--- src/rtl/display_arbiter_if.sv ---
// Requester-side and display-side signals of the display arbiter.
// master = requesters/display driver side, slave = arbiter.
interface display_arbiter_if;
   logic [1:0]  req;
   logic [23:0] data0;
   logic [23:0] led0;
   logic        blink0;
   logic [23:0] data1;
   logic [23:0] led1;
   logic        blink1;
   logic [1:0]  ack;
   logic [23:0] disp_data;
   logic [23:0] disp_led;
   logic        disp_blink;
   logic        owner;
   logic        busy;

   modport master (
      output req, data0, led0, blink0, data1, led1, blink1,
      input  ack, disp_data, disp_led, disp_blink, owner, busy
   );

   modport slave (
      input  req, data0, led0, blink0, data1, led1, blink1,
      output ack, disp_data, disp_led, disp_blink, owner, busy
   );
endinterface

--- src/rtl/display_arbiter.sv ---
// Two-requester display arbiter: round-robin grant, payload latch and a minimum
// ownership dwell so a shown message stays readable.
module display_arbiter #(
   parameter int unsigned HOLD_CYCLES = 100_000_000,
   parameter logic [23:0] RESET_DATA  = 24'd0
) (
   input logic             clk,
   input logic             rst,
   display_arbiter_if.slave bus
);
   localparam int unsigned   CW     = $clog2(HOLD_CYCLES);
   localparam logic [CW-1:0] RELOAD = CW'(HOLD_CYCLES - 1);

   typedef enum logic {IDLE, HOLD} state_e;

   state_e        state_q, state_d;
   logic [CW-1:0] cnt_q, cnt_d;
   logic [1:0]    ack_q, ack_d;
   logic [23:0]   data_q, data_d;
   logic [23:0]   led_q, led_d;
   logic          blink_q, blink_d;
   logic          owner_q, owner_d;
   logic          last_q, last_d;
   logic          grant;
   logic          gidx;

   always_ff @(posedge clk or posedge rst) begin
      if (rst) begin
         state_q <= IDLE;
         cnt_q   <= '0;
         ack_q   <= 2'b00;
         data_q  <= RESET_DATA;
         led_q   <= 24'd0;
         blink_q <= 1'b0;
         owner_q <= 1'b0;
         last_q  <= 1'b1;  // requester 0 wins the first tie
      end else begin
         state_q <= state_d;
         cnt_q   <= cnt_d;
         ack_q   <= ack_d;
         data_q  <= data_d;
         led_q   <= led_d;
         blink_q <= blink_d;
         owner_q <= owner_d;
         last_q  <= last_d;
      end
   end

   always_comb begin
      state_d = state_q;
      cnt_d   = cnt_q;
      ack_d   = 2'b00;
      data_d  = data_q;
      led_d   = led_q;
      blink_d = blink_q;
      owner_d = owner_q;
      last_d  = last_q;
      grant   = 1'b0;
      gidx    = 1'b0;

      unique case (state_q)
         IDLE: begin
            if (bus.req != 2'b00) begin
               grant = 1'b1;
               gidx  = (bus.req == 2'b11) ? ~last_q : bus.req[1];
            end
         end
         HOLD: begin
            // Only the owner may rewrite; an owner rewrite beats expiry.
            if (bus.req[owner_q]) begin
               grant = 1'b1;
               gidx  = owner_q;
            end else if (cnt_q == '0) begin
               state_d = IDLE;
            end else begin
               cnt_d = cnt_q - 1'b1;
            end
         end
         default: state_d = IDLE;
      endcase

      if (grant) begin
         data_d      = gidx ? bus.data1  : bus.data0;
         led_d       = gidx ? bus.led1   : bus.led0;
         blink_d     = gidx ? bus.blink1 : bus.blink0;
         owner_d     = gidx;
         last_d      = gidx;
         ack_d[gidx] = 1'b1;
         cnt_d       = RELOAD;
         state_d     = HOLD;
      end
   end

   assign bus.ack        = ack_q;
   assign bus.disp_data  = data_q;
   assign bus.disp_led   = led_q;
   assign bus.disp_blink = blink_q;
   assign bus.owner      = owner_q;
   assign bus.busy       = (state_q == HOLD);
endmodule

--- src/flat_wrapper.sv ---
// flat-port wrapper written by rule: the top's interface ports become plain ports
module display_arbiter_flat 
#(
   parameter int unsigned HOLD_CYCLES = 100_000_000,
   parameter logic [23:0] RESET_DATA  = 24'd0
)
  (clk, rst, bus_req, bus_data0, bus_led0, bus_blink0, bus_data1, bus_led1, bus_blink1, bus_ack, bus_disp_data, bus_disp_led, bus_disp_blink, bus_owner, bus_busy);
  display_arbiter_if bus_i ();
  input logic clk;
  input logic rst;
  input wire logic [$bits(bus_i.req)-1:0] bus_req;
  input wire logic [$bits(bus_i.data0)-1:0] bus_data0;
  input wire logic [$bits(bus_i.led0)-1:0] bus_led0;
  input wire logic [$bits(bus_i.blink0)-1:0] bus_blink0;
  input wire logic [$bits(bus_i.data1)-1:0] bus_data1;
  input wire logic [$bits(bus_i.led1)-1:0] bus_led1;
  input wire logic [$bits(bus_i.blink1)-1:0] bus_blink1;
  output wire logic [$bits(bus_i.ack)-1:0] bus_ack;
  output wire logic [$bits(bus_i.disp_data)-1:0] bus_disp_data;
  output wire logic [$bits(bus_i.disp_led)-1:0] bus_disp_led;
  output wire logic [$bits(bus_i.disp_blink)-1:0] bus_disp_blink;
  output wire logic [$bits(bus_i.owner)-1:0] bus_owner;
  output wire logic [$bits(bus_i.busy)-1:0] bus_busy;
  assign bus_i.req = bus_req;
  assign bus_i.data0 = bus_data0;
  assign bus_i.led0 = bus_led0;
  assign bus_i.blink0 = bus_blink0;
  assign bus_i.data1 = bus_data1;
  assign bus_i.led1 = bus_led1;
  assign bus_i.blink1 = bus_blink1;
  assign bus_ack = bus_i.ack;
  assign bus_disp_data = bus_i.disp_data;
  assign bus_disp_led = bus_i.disp_led;
  assign bus_disp_blink = bus_i.disp_blink;
  assign bus_owner = bus_i.owner;
  assign bus_busy = bus_i.busy;
  display_arbiter #(.HOLD_CYCLES(HOLD_CYCLES), .RESET_DATA(RESET_DATA)) u_core (.clk(clk), .rst(rst), .bus(bus_i));
endmodule
--- config.mk ---
export PLATFORM = sky130hd
export DESIGN_NAME = display_arbiter_flat
export DESIGN_NICKNAME = d
export VERILOG_FILES = /design/src/rtl/display_arbiter_if.sv /design/src/rtl/display_arbiter.sv /design/src/flat_wrapper.sv
export SDC_FILE = /design/constraint.sdc
export NUM_CORES = 1
export LEC_CHECK = 0
export ABC_AREA = 1
export ABC_CLOCK_PERIOD_IN_PS = 3270
export BUFFER_PORTS_ARGS = -buffer_cell sky130_fd_sc_hd__buf_2
export CAP_MARGIN = 20
export CORE_MARGIN = 2
export CORE_UTILIZATION = 30
export CTS_CLUSTER_SIZE = 40
export DETAILED_ROUTE_END_ITERATION = 16
export HOLD_SLACK_MARGIN = 0.1
export PLACE_DENSITY = 0.49
export SETUP_SLACK_MARGIN = 0.2
export SLEW_MARGIN = 0
export SYNTH_ARGS = -nofsm -noshare
export SYNTH_HDL_FRONTEND = slang
export SYNTH_SLANG_ARGS = --single-unit
--- constraint.sdc ---
create_clock -name clk -period 3.27 [get_ports clk]
set_input_delay 0.4905 -clock clk [delete_from_list [all_inputs] [get_ports clk]]
set_output_delay 0.4905 -clock clk [all_outputs]
set_load 0.02 [all_outputs]
==> results.rst <==
.. list-table::
   :header-rows: 1

   * - Metric
     - Value
   * - Width of the die
     - 122 µm
   * - Max Clock Skew
     - about 7.4 ps
   * - Post-synth EDFFs
     - 0
   * - Count of standard-cell rows
     - 42
   * - Initial DRT Pass Iterations
     - 5
   * - PD cells
     - roughly 790 nW/µm²
   * - Setup TNS
     - 0 ps
   * - Switching portion of total power
     - 0.425
   * - Kind of capture point of the worst setup path
     - flop
   * - Fmax
     - approximately 480 MHz
   * - Wire length per cell
     - 13.5 µm
   * - DRC violation count after routing
     - 0
   * - Final critical delay including setup and external delays
     - ~2100 ps
   * - Number of fill cells
     - 1408
   * - Buffer cell driving the clock tree root
     - clkbuf_16
   * - Unique masters post-synth
     - 26
   * - Post-route total power
     - between 4 and 5 mW
   * - FF+latch count, synth
     - 81
   * - Clock Power Share
     - 0.227
   * - Setup slack, reg-to-reg
     - between 1000 and 1500 ps
   * - Final setup violation count
     - 0
   * - Primary FF master, synth
     - dfrtp_1
   * - Hold slack final
     - between 200 and 250 ps
   * - Cells after Synth
     - between 500 and 600
   * - Global-route usage over all layers
     - 0.173
   * - Number of max-slew violations in the final report
     - 0
   * - First-pass GRT wire length
     - around 20 mm
   * - Peak supply drop
     - approximately 0.37 mV
   * - Maximum number of pins on one net before global-route repair
     - 52
   * - DIE AREA
     - ~15000 µm²
   * - Share of total power in combinational logic
     - 0.400
   * - Vias per std cell
     - 4.55
   * - Setup Fix Bufs, Post-CTS
     - 0
   * - Internal power
     - approximately 2.4 mW
   * - Source of the worst register-to-register timing path
     - u_core.cnt_q[0]$_DFFE_PP0P_
   * - Share of flip-flops with an asynchronous set or reset
     - 1.00
   * - DP Cell Count
     - 870
   * - Cell taking the most area after synthesis
     - dfrtp_1
   * - Maximum level of the CTS H-tree
     - 3
   * - Synthesis-to-layout area growth
     - 28.9%
   * - Hold violation total from the final report
     - 0
   * - GRT overflow
     - 0
   * - Total wire length
     - about 12 mm
   * - Number of buffers created by CTS
     - 9
   * - CTS clk-pin slew, worst paths
     - roughly 60 ps
   * - Total clock sinks
     - 81
   * - Maximum net fanout on the critical path
     - 26
   * - Result of the run
     - complete, no violations
   * - Hold-fix buffers at CTS
     - 0
   * - Placed wire-length estimate
     - ~9.0 mm
   * - Detail Route Antenna Nets
     - 0
   * - Diodes inserted
     - 0
   * - Arrival time at the worst endpoint
     - roughly 2300 ps
   * - Number of global-route vias before repair
     - a little over 4000
   * - Maximum capacitance violations
     - 0
   * - Worst setup path class
     - flop to flop
   * - Min-Delay Path Class
     - primary input to asynchronous set/reset pin
   * - Worst R2R Path Depth
     - 11
   * - Cell types occupying the most area after synthesis
     - dfrtp_1 (48%), nand2_1 (22%), nand3_1 (8.4%)
   * - Switching power of the nets
     - 1.79 mW
   * - Kind of start point of the critical path
     - flop
   * - Vertical extent of the die
     - about 120 µm
   * - Share of the clock period used by the worst path after layout
     - 0.643
   * - Endpoint of the worst-slack reg-to-reg timing path
     - u_core.cnt_q[10]$_DFFE_PP0P_
   * - Synthesized area
     - roughly 4200 µm²
   * - Most common cell after layout, fill and taps aside
     - nand2_1
   * - 1st-iter DRT viols
     - between 150 and 200
   * - Gp weighted congestion
     - 0.815
   * - Buffer depth of the longest clock path
     - 2
   * - Clock tree from TritonCTS
     - done
   * - Count of synthesis-stage warnings from yosys
     - 0
   * - Initial antenna violation count
     - 0
   * - Max transition margin
     - 0.443
   * - Area of the core region
     - between 10000 and 15000 µm²
   * - Number of standard cells in the layout, taps in and fillers out
     - between 800 and 900
   * - Leak Pwr
     - roughly 2.8 nW
   * - Synth Area per Inst
     - between 7 and 8 µm²
   * - Boundary pin count
     - 155
   * - Proportion of layout cells with a drive suffix above 1
     - 0.285
   * - Worst Tran Pin Value
     - 835 ps
   * - Highest-count cells in the layout ignoring fill and taps
     - nand2_1 (242), buf_2 (154), dfrtp_1 (80)
   * - Port-buffer cells
     - 154
   * - Number of nets produced by synthesis
     - 660
   * - Sequential fraction of the synthesis area
     - 0.488
   * - Area share of the largest cell type after synthesis
     - 0.482
   * - RSZ-0062 raised after global routing
     - false
   * - Worst skew pair latency
     - ~340 ps
   * - Starting utilization of the core area
     - 0.310
   * - Vias after detailed routing
     - around 4000
   * - Data required time at the worst endpoint
     - 3500 ps
   * - Post-CTS resize count
     - 0
   * - Layout Nets
     - a little over 800
   * - Part of the total power dissipated in sequential elements
     - 0.373
[critical path, cell delays in order, from the launching register on]
cell and delay (ps):
dfrtp_1 370, inv_1 100, ha_1 260, nand2_2 120
nor2_4 190, nand2_2 90, nor2_4 130, nand2_2 90
nand2_4 240, inv_4 200, nand2_1 130, nand2_1 60
[synthesized netlist by cell type (2+ instances only)]
| library cell | number |
|---|---|
| nor2_4 | 2 |
| inv_1 | 32 |
| nor3_1 | 2 |
| xor2_1 | 9 |
| o21bai_1 | 2 |
| nand2_2 | 4 |
| o21ai_2 | 12 |
| buf_4 | 2 |
| nand3_1 | 70 |
| clkbuf_1 | 6 |
| buf_6 | 2 |
| nand4_1 | 8 |
| nor2_1 | 50 |
| nor2_2 | 3 |
| o21ai_0 | 9 |
| nand2_1 | 242 |
| xnor2_1 | 3 |
| dfrtp_1 | 80 |
| buf_2 | 12 |
[worst max-delay path by stage]
stage | to | startpoint | slack, ps | cells past startpoint
after floorplan | u_core.bus.ack[0]$_DFF_PP0_ | rst | 700 | 1
after global placement | u_core.bus.owner$_DFFE_PP0N_ | bus_req[1] | 980 | 7
after detailed placement | u_core.bus.owner$_DFFE_PP0N_ | bus_req[1] | 970 | 9
after CTS | u_core.cnt_q[10]$_DFFE_PP0P_ | u_core.cnt_q[0]$_DFFE_PP0P_ | 1130 | 11
after global routing | u_core.cnt_q[10]$_DFFE_PP0P_ | u_core.cnt_q[0]$_DFFE_PP0P_ | 930 | 11
final | u_core.cnt_q[10]$_DFFE_PP0P_ | u_core.cnt_q[0]$_DFFE_PP0P_ | 1170 | 11
[registers in the layout, indices dropped and copies added (netlist names)]
signal	flops
u_core.bus.ack	2
u_core.bus.busy	1
u_core.bus.disp_blink	1
u_core.bus.disp_data	24
u_core.bus.disp_led	24
u_core.bus.owner	1
u_core.cnt_q	27
u_core.last_q	1
[through the flow]
step                       util  worst slack [ps]  area (µm²)
after floorplan               -               701        4150
after global placement    0.379               978        5080
after detailed placement  0.379               971        5080
after CTS                 0.400              1130        5360
after global routing      0.400               932        5360
final                     0.400              1170        5360
[per-layer routing]
metal  wire, µm  GRT usage
met4        223     0.0661
met2       5410      0.268
met3        959     0.0604
met5          0          0
met1       5390      0.222
[power by group through the flow]
stage / logic, mW / clock network, mW / registers, mW
after floorplan: 0.696 / 0 / 1.96
after global placement: 1.71 / 0 / 1.58
after detailed placement: 1.74 / 0 / 1.56
after CTS: 1.72 / 0.993 / 1.58
after global routing: 1.88 / 1.04 / 1.62
final: 1.68 / 0.956 / 1.57
[kinds of logic (layout without fill, tap and decap cells)]
kind of cell / Yosys count / in the layout / synth area share
buf+inv: 57 / 210 / 0.0611
fa+ha+maj: 1 / 1 / 0.00301
xor+xnor: 12 / 12 / 0.0253
compound gates: 24 / 24 / 0.0410
simple gates: 382 / 382 / 0.381
flops: 81 / 81 / 0.488
[cell type report]
| type | instances | area [µm²] | area share |
|---|---|---|---|
| timing repair buffer | 159 | 821 | 0.153 |
| sequential | 81 | 2030 | 0.379 |
| tap | 176 | 220 | 0.0411 |
| multi-input combinational | 419 | 1870 | 0.350 |
| clock buffer | 9 | 225 | 0.0421 |
| inverter | 35 | 135 | 0.0252 |
| clock inverter | 7 | 53.8 | 0.0100 |
Note: power is estimated with default switching activity, not from simulation.
